**config.mk**
```make
export PLATFORM = sky130hd
export DESIGN_NAME = airlock_ctrl_flat
export DESIGN_NICKNAME = d
export VERILOG_FILES = /design/src/rtl/airlock_pkg.sv /design/src/rtl/airlock_ctrl_if.sv /design/src/rtl/airlock_phase_timer.sv /design/src/rtl/airlock_ctrl.sv /design/src/flat_wrapper.sv
export SDC_FILE = /design/constraint.sdc
export NUM_CORES = 1
export LEC_CHECK = 0
export ABC_AREA = 1
export BUFFER_PORTS_ARGS = -buffer_cell sky130_fd_sc_hd__buf_2
export CORE_MARGIN = 2
export CORE_UTILIZATION = 29
export CTS_CLUSTER_SIZE = 16
export DETAILED_ROUTE_END_ITERATION = 12
export MAX_ROUTING_LAYER = met4
export PLACE_DENSITY = 0.44
export SLEW_MARGIN = 20
export SYNTH_ARGS = -nofsm -noshare
export SYNTH_HDL_FRONTEND = slang
export SYNTH_SLANG_ARGS = --single-unit
```
**constraint.sdc**
```tcl
create_clock -name clock -period 4.75 [get_ports clock]
set_input_delay 0.2375 -clock clock [delete_from_list [all_inputs] [get_ports clock]]
set_output_delay 0.2375 -clock clock [all_outputs]
set_load 0.1 [all_outputs]
```
**src/rtl/airlock_pkg.sv**
```systemverilog
// -----------------------------------------------------------------------------
// airlock_pkg
// Shared definitions for the lock-chamber interlock controller: state width,
// state encodings, error codes and small state-classification helpers used by
// the FSM and the watchdog.
// -----------------------------------------------------------------------------
package airlock_pkg;

  localparam int STATE_W = 4;

  typedef enum logic [STATE_W-1:0] {
    ST_IDLE             = 4'h0,
    ST_PREP             = 4'h1,
    ST_WAIT_FILL        = 4'h2,
    ST_FILLING          = 4'h3,
    ST_WAIT_IPORT_OPEN  = 4'h4,
    ST_WAIT_OPORT_OPEN  = 4'h5,
    ST_WAIT_DRAIN       = 4'h6,
    ST_DRAINING         = 4'h7,
    ST_WAIT_IPORT_CLOSE = 4'h8,
    ST_WAIT_OPORT_CLOSE = 4'h9,
    ST_WAIT_USER        = 4'hA,
    ST_ERROR            = 4'hB
  } state_e;

  typedef enum logic [1:0] {
    ERR_NONE      = 2'd0,
    ERR_BOTH_OPEN = 2'd1,
    ERR_ILLEGAL   = 2'd2,
    ERR_TIMEOUT   = 2'd3
  } err_code_e;

  // States whose duration is set by the shared phase timer.
  function automatic logic is_timed(input state_e s);
    return (s == ST_PREP) || (s == ST_FILLING) || (s == ST_DRAINING);
  endfunction

  // States that wait on an operator command or a gate sensor.
  function automatic logic is_wait(input state_e s);
    return (s == ST_WAIT_FILL)        || (s == ST_WAIT_IPORT_OPEN)  ||
           (s == ST_WAIT_OPORT_OPEN)  || (s == ST_WAIT_DRAIN)       ||
           (s == ST_WAIT_IPORT_CLOSE) || (s == ST_WAIT_OPORT_CLOSE) ||
           (s == ST_WAIT_USER);
  endfunction

  // The outer gate may only be open while the controller is cycling it.
  function automatic logic oport_allowed(input state_e s);
    return (s == ST_WAIT_OPORT_OPEN) || (s == ST_WAIT_OPORT_CLOSE);
  endfunction

  // The inner gate may be open at rest or while the controller is cycling it.
  function automatic logic iport_allowed(input state_e s);
    return (s == ST_IDLE) || (s == ST_WAIT_USER) ||
           (s == ST_WAIT_IPORT_OPEN) || (s == ST_WAIT_IPORT_CLOSE);
  endfunction

endpackage

```
**src/rtl/airlock_ctrl_if.sv**
```systemverilog
// -----------------------------------------------------------------------------
// airlock_ctrl_if
// Bundles the controller's switch inputs and status outputs.
//   master : drives arrive/depart/fill/drain/iport/oport, observes status
//   slave  : the controller itself
// Signals: arrive (pulse), depart, fill, drain, iport, oport (levels);
//          state[3:0], busy, prep_led, fill_led, drain_led, pend[3:0],
//          err, err_code[1:0].
// -----------------------------------------------------------------------------
interface airlock_ctrl_if;
  import airlock_pkg::*;

  logic               arrive;
  logic               depart;
  logic               fill;
  logic               drain;
  logic               iport;
  logic               oport;
  logic [STATE_W-1:0] state;
  logic               busy;
  logic               prep_led;
  logic               fill_led;
  logic               drain_led;
  logic [3:0]         pend;
  logic               err;
  logic [1:0]         err_code;

  modport master (
    output arrive, depart, fill, drain, iport, oport,
    input  state, busy, prep_led, fill_led, drain_led, pend, err, err_code
  );

  modport slave (
    input  arrive, depart, fill, drain, iport, oport,
    output state, busy, prep_led, fill_led, drain_led, pend, err, err_code
  );

endinterface

```
**src/rtl/airlock_phase_timer.sv**
```systemverilog
// -----------------------------------------------------------------------------
// airlock_phase_timer
// Phase timer shared by the PREP, FILLING and DRAINING states.
//   clk, rst_n    : clock, asynchronous active-low reset
//   clr_i         : force the count to zero on the next edge (wins over en_i)
//   en_i          : advance the count
//   last_i        : terminal value for the current phase (N-1)
//   tc_o          : count currently equals last_i
//   blink_next_o  : BLINK_BIT of the value the count takes on the next edge,
//                   so a registered LED downstream lines up with the count
// -----------------------------------------------------------------------------
module airlock_phase_timer #(
  parameter int CNT_W     = 27,
  parameter int BLINK_BIT = 22
) (
  input  logic             clk,
  input  logic             rst_n,
  input  logic             clr_i,
  input  logic             en_i,
  input  logic [CNT_W-1:0] last_i,
  output logic             tc_o,
  output logic             blink_next_o
);

  logic [CNT_W-1:0] count_q;
  logic [CNT_W-1:0] count_d;

  // Next count: clear, advance or hold.
  always_comb begin
    count_d = count_q;
    if (clr_i) begin
      count_d = {CNT_W{1'b0}};
    end else if (en_i) begin
      count_d = count_q + {{(CNT_W-1){1'b0}}, 1'b1};
    end else begin
      count_d = count_q;
    end
  end

  // Count register.
  always_ff @(posedge clk or negedge rst_n) begin
    if (!rst_n) begin
      count_q <= {CNT_W{1'b0}};
    end else begin
      count_q <= count_d;
    end
  end

  assign tc_o         = (count_q == last_i);
  assign blink_next_o = count_d[BLINK_BIT];

endmodule

```
**src/rtl/airlock_ctrl.sv**
```systemverilog
// -----------------------------------------------------------------------------
// airlock_ctrl
// Lock-chamber interlock controller. Sequences prep, fill, outer gate, drain
// and inner gate for each boat, queues arrivals that come in while busy, and
// latches a sticky coded error on any illegal gate condition.
//   clock : system clock (rising edge)
//   reset : asynchronous active-low reset
//   bus   : airlock_ctrl_if.slave (switch inputs in, status outputs out)
// Optional feature: define AIRLOCK_TIMEOUT_EN to add a wait-state watchdog
// that raises error code 3 after TIMEOUT_CYCLES cycles in any WAIT_* state.
// -----------------------------------------------------------------------------
module airlock_ctrl
  import airlock_pkg::*;
#(
  parameter int PREP_CYCLES    = 33554432,
  parameter int FILL_CYCLES    = 33554432,
  parameter int DRAIN_CYCLES   = 33554432,
  parameter int CNT_W          = 27,
  parameter int BLINK_BIT      = 22,
  parameter int PEND_MAX       = 3,
  parameter int TIMEOUT_CYCLES = 1073741823
) (
  input  logic          clock,
  input  logic          reset,
  airlock_ctrl_if.slave bus
);

  localparam logic [CNT_W-1:0] PREP_LAST  = CNT_W'(PREP_CYCLES - 1);
  localparam logic [CNT_W-1:0] FILL_LAST  = CNT_W'(FILL_CYCLES - 1);
  localparam logic [CNT_W-1:0] DRAIN_LAST = CNT_W'(DRAIN_CYCLES - 1);
  localparam logic [3:0]       PEND_SAT   = 4'(PEND_MAX);

  state_e           state_q, state_d;
  err_code_e        err_code_q, err_code_d;
  logic             err_q, err_d;
  logic             busy_q, busy_d;
  logic [3:0]       pend_q, pend_d;
  logic             prep_led_q, prep_led_d;
  logic             fill_led_q, fill_led_d;
  logic             drain_led_q, drain_led_d;

  logic [CNT_W-1:0] timer_last_s;
  logic             timer_clr_s;
  logic             timer_tc_s;
  logic             timer_blink_s;
  logic             timeout_hit_s;

  // Terminal value for whichever timed phase is active.
  always_comb begin
    timer_last_s = {CNT_W{1'b0}};
    case (state_q)
      ST_PREP:     timer_last_s = PREP_LAST;
      ST_FILLING:  timer_last_s = FILL_LAST;
      ST_DRAINING: timer_last_s = DRAIN_LAST;
      default:     timer_last_s = {CNT_W{1'b0}};
    endcase
  end

  // Timer runs only while staying in the same timed state, so it reads 0 on
  // entry to each timed phase and stays 0 everywhere else.
  assign timer_clr_s = !(is_timed(state_q) && (state_d == state_q));

  airlock_phase_timer #(
    .CNT_W     (CNT_W),
    .BLINK_BIT (BLINK_BIT)
  ) u_phase_timer (
    .clk          (clock),
    .rst_n        (reset),
    .clr_i        (timer_clr_s),
    .en_i         (1'b1),
    .last_i       (timer_last_s),
    .tc_o         (timer_tc_s),
    .blink_next_o (timer_blink_s)
  );

`ifdef AIRLOCK_TIMEOUT_EN
  localparam int WD_W = $clog2(TIMEOUT_CYCLES + 1);
  localparam logic [WD_W-1:0] WD_LAST = WD_W'(TIMEOUT_CYCLES - 1);

  logic [WD_W-1:0] wd_q, wd_d;

  // Watchdog counts cycles spent in the current wait state.
  always_comb begin
    wd_d = {WD_W{1'b0}};
    if ((state_d == state_q) && is_wait(state_q)) begin
      wd_d = wd_q + {{(WD_W-1){1'b0}}, 1'b1};
    end else begin
      wd_d = {WD_W{1'b0}};
    end
  end

  // Watchdog register.
  always_ff @(posedge clock or negedge reset) begin
    if (!reset) begin
      wd_q <= {WD_W{1'b0}};
    end else begin
      wd_q <= wd_d;
    end
  end

  // Firing on the last counted cycle makes the stay exactly TIMEOUT_CYCLES.
  assign timeout_hit_s = is_wait(state_q) && (wd_q == WD_LAST);
`else
  assign timeout_hit_s = 1'b0;
`endif

  // Next state and error code; gate checks pre-empt the normal sequence.
  always_comb begin
    state_d    = state_q;
    err_code_d = err_code_q;
    if (state_q == ST_ERROR) begin
      state_d    = ST_ERROR;
      err_code_d = err_code_q;
    end else if (bus.iport && bus.oport) begin
      state_d    = ST_ERROR;
      err_code_d = ERR_BOTH_OPEN;
    end else if ((bus.oport && !oport_allowed(state_q)) ||
                 (bus.iport && !iport_allowed(state_q))) begin
      state_d    = ST_ERROR;
      err_code_d = ERR_ILLEGAL;
    end else if (timeout_hit_s) begin
      state_d    = ST_ERROR;
      err_code_d = ERR_TIMEOUT;
    end else begin
      case (state_q)
        ST_IDLE: begin
          if (bus.arrive || (pend_q != 4'd0)) begin
            state_d = ST_PREP;
          end else if (bus.iport) begin
            state_d = ST_WAIT_USER;
          end else begin
            state_d = ST_IDLE;
          end
        end
        ST_WAIT_USER:        state_d = (!bus.iport && bus.depart) ? ST_PREP : ST_WAIT_USER;
        ST_PREP:             state_d = timer_tc_s ? ST_WAIT_FILL : ST_PREP;
        ST_WAIT_FILL:        state_d = bus.fill ? ST_FILLING : ST_WAIT_FILL;
        ST_FILLING:          state_d = timer_tc_s ? ST_WAIT_OPORT_OPEN : ST_FILLING;
        ST_WAIT_OPORT_OPEN:  state_d = bus.oport ? ST_WAIT_OPORT_CLOSE : ST_WAIT_OPORT_OPEN;
        ST_WAIT_OPORT_CLOSE: state_d = !bus.oport ? ST_WAIT_DRAIN : ST_WAIT_OPORT_CLOSE;
        ST_WAIT_DRAIN:       state_d = bus.drain ? ST_DRAINING : ST_WAIT_DRAIN;
        ST_DRAINING:         state_d = timer_tc_s ? ST_WAIT_IPORT_OPEN : ST_DRAINING;
        ST_WAIT_IPORT_OPEN:  state_d = bus.iport ? ST_WAIT_IPORT_CLOSE : ST_WAIT_IPORT_OPEN;
        ST_WAIT_IPORT_CLOSE: state_d = !bus.iport ? ST_IDLE : ST_WAIT_IPORT_CLOSE;
        default: begin
          // Unused encodings are treated as a fault rather than silently recovered.
          state_d    = ST_ERROR;
          err_code_d = ERR_ILLEGAL;
        end
      endcase
    end
  end

  // Pending-arrival queue: count arrivals while busy, consume one per auto-start.
  always_comb begin
    pend_d = pend_q;
    if (state_q == ST_ERROR) begin
      pend_d = pend_q;
    end else if (state_q == ST_IDLE) begin
      // A same-cycle arrive is the boat being served, so the queue is untouched.
      if (!bus.arrive && (pend_q != 4'd0) && (state_d == ST_PREP)) begin
        pend_d = pend_q - 4'd1;
      end else begin
        pend_d = pend_q;
      end
    end else if (bus.arrive && (pend_q < PEND_SAT)) begin
      pend_d = pend_q + 4'd1;
    end else begin
      pend_d = pend_q;
    end
  end

  // Status outputs derived from the next state so the registers track state_q.
  always_comb begin
    err_d       = err_q | (state_d == ST_ERROR);
    busy_d      = (state_d != ST_IDLE) && (state_d != ST_ERROR);
    prep_led_d  = (state_d == ST_PREP)     && timer_blink_s;
    fill_led_d  = (state_d == ST_FILLING)  && timer_blink_s;
    drain_led_d = (state_d == ST_DRAINING) && timer_blink_s;
  end

  // Controller state and registered outputs.
  always_ff @(posedge clock or negedge reset) begin
    if (!reset) begin
      state_q     <= ST_IDLE;
      err_code_q  <= ERR_NONE;
      err_q       <= 1'b0;
      busy_q      <= 1'b0;
      pend_q      <= 4'd0;
      prep_led_q  <= 1'b0;
      fill_led_q  <= 1'b0;
      drain_led_q <= 1'b0;
    end else begin
      state_q     <= state_d;
      err_code_q  <= err_code_d;
      err_q       <= err_d;
      busy_q      <= busy_d;
      pend_q      <= pend_d;
      prep_led_q  <= prep_led_d;
      fill_led_q  <= fill_led_d;
      drain_led_q <= drain_led_d;
    end
  end

  assign bus.state     = state_q;
  assign bus.busy      = busy_q;
  assign bus.prep_led  = prep_led_q;
  assign bus.fill_led  = fill_led_q;
  assign bus.drain_led = drain_led_q;
  assign bus.pend      = pend_q;
  assign bus.err       = err_q;
  assign bus.err_code  = err_code_q;

endmodule

```
**src/flat_wrapper.sv**
```systemverilog
// flat-port wrapper written by rule: the top's interface ports become plain ports
module airlock_ctrl_flat import airlock_pkg::*;
#(
  parameter int PREP_CYCLES    = 33554432,
  parameter int FILL_CYCLES    = 33554432,
  parameter int DRAIN_CYCLES   = 33554432,
  parameter int CNT_W          = 27,
  parameter int BLINK_BIT      = 22,
  parameter int PEND_MAX       = 3,
  parameter int TIMEOUT_CYCLES = 1073741823
)
  (clock, reset, bus_arrive, bus_depart, bus_fill, bus_drain, bus_iport, bus_oport, bus_state, bus_busy, bus_prep_led, bus_fill_led, bus_drain_led, bus_pend, bus_err, bus_err_code);
  airlock_ctrl_if bus_i ();
  input  logic clock;
  input  logic reset;
  input wire logic [$bits(bus_i.arrive)-1:0] bus_arrive;
  input wire logic [$bits(bus_i.depart)-1:0] bus_depart;
  input wire logic [$bits(bus_i.fill)-1:0] bus_fill;
  input wire logic [$bits(bus_i.drain)-1:0] bus_drain;
  input wire logic [$bits(bus_i.iport)-1:0] bus_iport;
  input wire logic [$bits(bus_i.oport)-1:0] bus_oport;
  output wire logic [$bits(bus_i.state)-1:0] bus_state;
  output wire logic [$bits(bus_i.busy)-1:0] bus_busy;
  output wire logic [$bits(bus_i.prep_led)-1:0] bus_prep_led;
  output wire logic [$bits(bus_i.fill_led)-1:0] bus_fill_led;
  output wire logic [$bits(bus_i.drain_led)-1:0] bus_drain_led;
  output wire logic [$bits(bus_i.pend)-1:0] bus_pend;
  output wire logic [$bits(bus_i.err)-1:0] bus_err;
  output wire logic [$bits(bus_i.err_code)-1:0] bus_err_code;
  assign bus_i.arrive = bus_arrive;
  assign bus_i.depart = bus_depart;
  assign bus_i.fill = bus_fill;
  assign bus_i.drain = bus_drain;
  assign bus_i.iport = bus_iport;
  assign bus_i.oport = bus_oport;
  assign bus_state = bus_i.state;
  assign bus_busy = bus_i.busy;
  assign bus_prep_led = bus_i.prep_led;
  assign bus_fill_led = bus_i.fill_led;
  assign bus_drain_led = bus_i.drain_led;
  assign bus_pend = bus_i.pend;
  assign bus_err = bus_i.err;
  assign bus_err_code = bus_i.err_code;
  airlock_ctrl #(.PREP_CYCLES(PREP_CYCLES), .FILL_CYCLES(FILL_CYCLES), .DRAIN_CYCLES(DRAIN_CYCLES), .CNT_W(CNT_W), .BLINK_BIT(BLINK_BIT), .PEND_MAX(PEND_MAX), .TIMEOUT_CYCLES(TIMEOUT_CYCLES)) u_core (.clock(clock), .reset(reset), .bus(bus_i));
endmodule
```
======== Word level (Yosys, flattened, before mapping) ========
Index checks and enable logic that the tools add are counted.
cells by class
  reductions and logical operators ........ 32
  bitwise gates (word level) .............. 2
  order comparisons ....................... 1
  $mul .................................... 0
  muxes and demuxes ....................... 24
  add/sub/neg operators ................... 3
  eq/ne operators ......................... 20
  shift operators ......................... 0
  div/mod/pow operators ................... 0
operators by type and width
  cell                   number
  $mux 4                 13
  $pmux 4 s11            1
  $add 27x1->27 const B  1
  $eq 27x27->1           1
  $mux 27                1
  $mux 25                1
  $eq 4x3->1 const B     5
  $eq 4x4->1 const B     5
  $eq 4x2->1 const B     3
  $logic_and 1x1->1      12
  $reduce_or 11->1       1
  $mux 2                 5
  $eq 4x1->1 const B     2
  $logic_or 1x1->1       8
  $reduce_bool 4->1      2
  $add 4x1->4 const B    1
  $eq 4x4->1             1
  $logic_not 1->1        4
  $logic_not 4->1        1
  $lt 4x2->1 const B     1
  $ne 4x4->1 const B     1
  $sub 4x1->4 const B    1
  $mux 3                 1
  $ne 3x1->1 const B     1
  other kinds (8)        9
storage, ports and cells
  bits in writable memories ............... 0
  latch bits .............................. 0
  memories kept ........................... 0
  bits in read-only memories .............. 0
  flip-flop bits (word level) ............. 42

======== Longest topological paths before layout ========
  word-level depth ........................ 14
  gate-level depth with buffers ........... 16

======== Cells and area by module ========
From an unflattened synthesis, not the netlist that was laid out.
unflattened totals
  cells, all modules ...................... 451
  area, all modules ....................... 3,120.5 um^2
by module, submodules not included
  module               area each (um^2)  cells an instance  seq. area each (um^2)  instances
  airlock_phase_timer  1,985.7           291                675.6                  1
  airlock_ctrl         1,134.8           160                375.4                  1

======== Worst setup path after synthesis ========
OpenSTA, ideal clock, no wires.
  kind .................................... register to register
  start point ............................. reg u_core.state_q[1] (netlist: u_core.bus.state[1])
  end point ............................... reg u_core.u_phase_timer.count_q[21]
  arrival time ............................ 2.448 ns
  data required time ...................... 4.630 ns
  stages on the path, launching flop included .. 15
  period minus slack after synthesis ...... 2.568 ns
  setup time .............................. 0.120 ns
  setup slack ............................. 2.182 ns
  cells stage by stage .................... dfrtp_1 > inv_2 > nand2_1 > nor2_1 > o21ai_1 > nand2_1 > nor2_1 > nand2_1 > a21oi_1 > nand2_1 > nand2_1 > nor2_4 > nand2_4 > buf_6 > nor2_1
between the ends
  word-level cells in the longest chain between the ends .. 13
  elaborated cells between the ends (all ways) .. 36
  those cells by class .................... eq/ne: 13; mux: 9; reduce/logical: 14
RTL lines
  what                                                                   line                       RTL
  from (decl)                                                            airlock_ctrl.sv:33         state_e state_q, state_d;
  from (signal assigned)                                                 airlock_ctrl.sv:194        state_q <= state_d;
  parallel branches: the longest is 11 deep, another holds $eq 27x27->1  n/a
  $logic_and 1x1->1 *                                                    airlock_ctrl.sv:61         assign timer_clr_s = !(is_timed(state_q) && (state_d == state_q));
  $mux 27 *                                                              airlock_phase_timer.sv:31  if (clr_i) begin
  named net u_core.u_phase_timer.count_d[21]                             airlock_phase_timer.sv:26  logic [CNT_W-1:0] count_d;
  to (signal assigned)                                                   airlock_phase_timer.sv:43  count_q <= {CNT_W{1'b0}};
  to (signal assigned)                                                   airlock_phase_timer.sv:45  count_q <= count_d;
  to (decl)                                                              airlock_phase_timer.sv:25  logic [CNT_W-1:0] count_q;
Mark *: on every way through the listed nets, which the timed path passes.
A chain may end at the register's enable or synchronous reset.

======== Final worst setup path ========
  start point ............................. reg u_core.u_phase_timer.count_q[0]
  end point ............................... reg u_core.prep_led_q (netlist: u_core.bus.prep_led)
between the ends
  word-level cells in the longest chain between the ends .. 10
  elaborated cells between the ends (all ways) .. 14
  those cells by class .................... add/sub: 1; eq/ne: 3; mux: 8; reduce/logical: 2
RTL lines
  what                            line                       RTL
  $eq 27x27->1                    airlock_phase_timer.sv:49  assign tc_o = (count_q == last_i);
  $mux 2 (tied with other cells)  airlock_ctrl.sv:142        ST_DRAINING: state_d = timer_tc_s ? ST_WAIT_IPORT_OPEN : ST_DRAINING;
  $pmux 4 s11                     airlock_ctrl.sv:125        case (state_q)
  $mux 4                          airlock_ctrl.sv:117        end else if ((bus.oport && !oport_allowed(state_q)) ||
  $mux 4                          airlock_ctrl.sv:114        end else if (bus.iport && bus.oport) begin
  $mux 4                          airlock_ctrl.sv:111        if (state_q == ST_ERROR) begin
  $eq 4x4->1                      airlock_ctrl.sv:61
  $logic_and 1x1->1               airlock_ctrl.sv:61
  $mux 27                         airlock_phase_timer.sv:31
  $logic_and 1x1->1 *             airlock_ctrl.sv:177        prep_led_d = (state_d == ST_PREP) && timer_blink_s;
  named net u_core.prep_led_d     airlock_ctrl.sv:38         logic prep_led_q, prep_led_d;
  to (signal assigned)            airlock_ctrl.sv:199        prep_led_q <= prep_led_d;
  to (decl)                       airlock_ctrl.sv:38
The timed path passes the listed nets; every way through them passes the cells marked *.

==> flow_metrics.tcl <==
set metrics [dict create \
    clock-root-buffer "clkbuf_8" \
    cp_num_buf_inv 0 \
    cts_buffer_depth 2 \
    ant_nets 0 \
    cts_resized 0 \
    timing.slew.headroom 0.633 \
    critPathTopFamily "simple AND/OR/NAND/NOR gates" \
    synthCells 350 \
    period_share 0.503 \
    fin_ws_ns 2.36 \
    power.internal_w 0.000477 \
    hpwl_mm 4.48 \
    nets 390 \
    start_util 0.298 \
    grt_max_degree 43 \
    period_needed_ns 2.39 \
    vdd_drop_max_v 0.0000965 \
    dp_cells 478 \
    worst-setup-path-type "reg -> reg" \
    fin_cells 486 \
    htreeDepth 2 \
    cts_tree "built" \
    die_x_um 98.5 \
    synth_seq_cells 42 \
    synth.net_count 362 \
    cp.required_ns 4.97 \
    drt-initial-drc-count 87 \
    rsz0062_at_grt "false" \
    arrival_ns 2.61 \
    final_common_cell "nand2_1" \
    synthToLayoutAreaGrowth_pct 12.2 \
    drv_cap 0 \
    pwr-share-seq 0.543 \
    leakage_nw 1.35 \
    dr.pass1.iters 4 \
    wl_mm 5.94 \
    vias 2220 \
    cp_slowest_cell "dfrtp_1" \
    clk_latency_ns 0.30 \
    antenna_cells 0 \
    slowest_delay_ns 0.39 \
    final_cell_mix "nand2_1, nor2_1, dfrtp_1" \
    portBuffers 22 \
    power_density_mw_per_mm2 232 \
    cts_buffers 5 \
    fin_setup_tns_ns 0 \
    finalHoldViolCount 0 \
    fin_skew_ns 0.0117 \
    drc_errors 0 \
    detail_route.wl_per_cell_um 12.2 \
    netSwitchingFraction 0.293 \
    place_congestion 0.876 \
    syn_area_mm2 0.00259 \
    drive_gt1_frac 0.175 \
    setup_viol 0 \
    crit_top_cell "nor2_2" \
    ys_seq_area_frac 0.406 \
    grt_pass1_wl_mm 10.3 \
    p_sw_w 0.000197 \
    avgSynthCellArea_um2 7.40 \
    antenna_found_initial 0 \
    outcome "completed" \
    vias_per_cell 4.57 \
    yosysWarningCount 0 \
    pre_cts_ws_ns 2.33 \
    die_h_um 98.5 \
    crit_fanout 5 \
    cp_cell_sequence "ha_1 > nand3_2 > nor2_2 > nand4_1 > nor2_2 > nand2_1 > nor2_2 > nand3_2 > nor3_1 > nor2_1 > nand3b_1 > nor2_1" \
    tightestPinTransition_ns 0.550 \
    die-area_mm2 0.00970 \
    ioPinCount 23 \
    clk_pin_slew_worst_paths_ns 0.09 \
    coreArea_mm2 0.00868 \
    clock_sinks 42 \
    fmax_mhz 418 \
    drv_slew 0 \
    grt_pass1_vias 2123 \
    synth_cell_types 34 \
    power_frac_clock 0.341 \
    grtUsageTotal 0.135 \
    num_rows 34 \
    p_comb_frac 0.115 \
    end_kind "register" \
    hold_class "in -> reg" \
    critPathLaunchType "register" \
    grt-ovfl-total 0 \
]
-- layer usage --
metal  global-route usage  part of all wire  vias up  wire length (um)
li1                     -                 -     1168                 -
met1                0.187              0.51     1015              3040
met2                0.204              0.45       32              2680
met3               0.0284             0.026        5               157
met4               0.0348            0.0093        0                55
met5                    -                 0        -                 0
-- registers in the layout, indices dropped and copies added, names as in the netlist --
register,cells
u_core.bus.busy,1
u_core.bus.drain_led,1
u_core.bus.err,1
u_core.bus.err_code,2
u_core.bus.fill_led,1
u_core.bus.pend,4
u_core.bus.prep_led,1
u_core.bus.state,4
u_core.u_phase_timer.count_q,27
-- synthesized netlist by cell type, drive strengths merged --
master,n,area (um2)
nor2,81,342
a31oi,1,6.26
dfrtp,42,1050
o21a,1,7.51
a21oi,11,55.1
buf,2,22.5
or2,2,12.5
xor2,9,86.3
fa,1,20.0
nand3b,2,15.0
and3,2,12.5
nor3,14,90.1
nand2,90,368
o21ai,6,30.0
nand4,6,37.5
inv,42,158
o21bai,1,7.51
nand3,24,153
o22ai,3,18.8
xnor2,5,43.8
ha,3,37.5
o211ai,1,7.51
a31o,1,8.76
-- area by class of cell --
class	instances	area, um2
clock buffer	6	72.6
sequential	42	1050
timing repair buffer	23	123
tap	108	135
inverter	42	158
clock inverter	1	7.51
fill	990	5770
multi-input combinational	264	1360
-- final timing paths --
kind                                                 startpoint                          endpoint  slack, ns  cells after the start
max in group asynchronous                                 reset               u_core.bus.state[3]       3.90                      2
worst min-delay path                                  bus_oport            u_core.bus.err_code[1]       0.37                      4
min in group asynchronous                                 reset  u_core.u_phase_timer.count_q[15]       0.47                      2
worst max register to register  u_core.u_phase_timer.count_q[0]               u_core.bus.prep_led       2.36                     12
worst max-delay path            u_core.u_phase_timer.count_q[0]               u_core.bus.prep_led       2.36                     12
worst min register to register                   u_core.bus.err                    u_core.bus.err       0.47                      1
-- repair_timing --
action / CTS / global route
endpoints found under the setup margin: 0 / 0
setup buffers: 0 / 0
hold buffers: 0 / 1
hold endpoints to repair: 0 / 42
-- metrics by stage --
step	total power, W	cell area (um2)	hold WS, ns	utilization
after floorplan	0.000430	2590	-0.0581	-
after global placement	0.000452	2810	0.450	0.324
after detailed placement	0.000453	2810	0.467	0.324
after CTS	0.000683	2890	0.143	0.333
after global routing	0.000709	2910	0.403	0.335
final	0.000675	2910	0.368	0.335
-- worst register-to-register path: cells and delay by family, from the launching register on --
kind	cells	cell delay [ns]
adders and majority gates	1	0.21
and+or+nand+nor	11	1.72
DFF	1	0.39
-- power by group through the flow --
stage,logic (W),clock network [W],registers (W)
2_1_floorplan,0.0000144,0,0.000416
3_3_place_gp,0.0000785,0,0.000374
3_5_place_dp,0.0000786,0,0.000374
4_1_cts,0.0000787,0.000238,0.000367
5_1_grt,0.0000844,0.000257,0.000368
6_report,0.0000778,0.000230,0.000367
-- cell families (layout without fill, tap and decap cells) --
| logic type | after synthesis | count (layout) | synth area share |
|---|---|---|---|
| XOR/XNOR | 14 | 14 | 0.0502 |
| buffers and inverters | 44 | 72 | 0.0696 |
| AND/OR/NAND/NOR | 221 | 221 | 0.398 |
| flip-flops | 42 | 42 | 0.406 |
| AO/OA/AOI/OAI | 25 | 25 | 0.0546 |
| adder cells (fa/ha/maj) | 4 | 4 | 0.0222 |
Power figures use the tool's default switching activity.
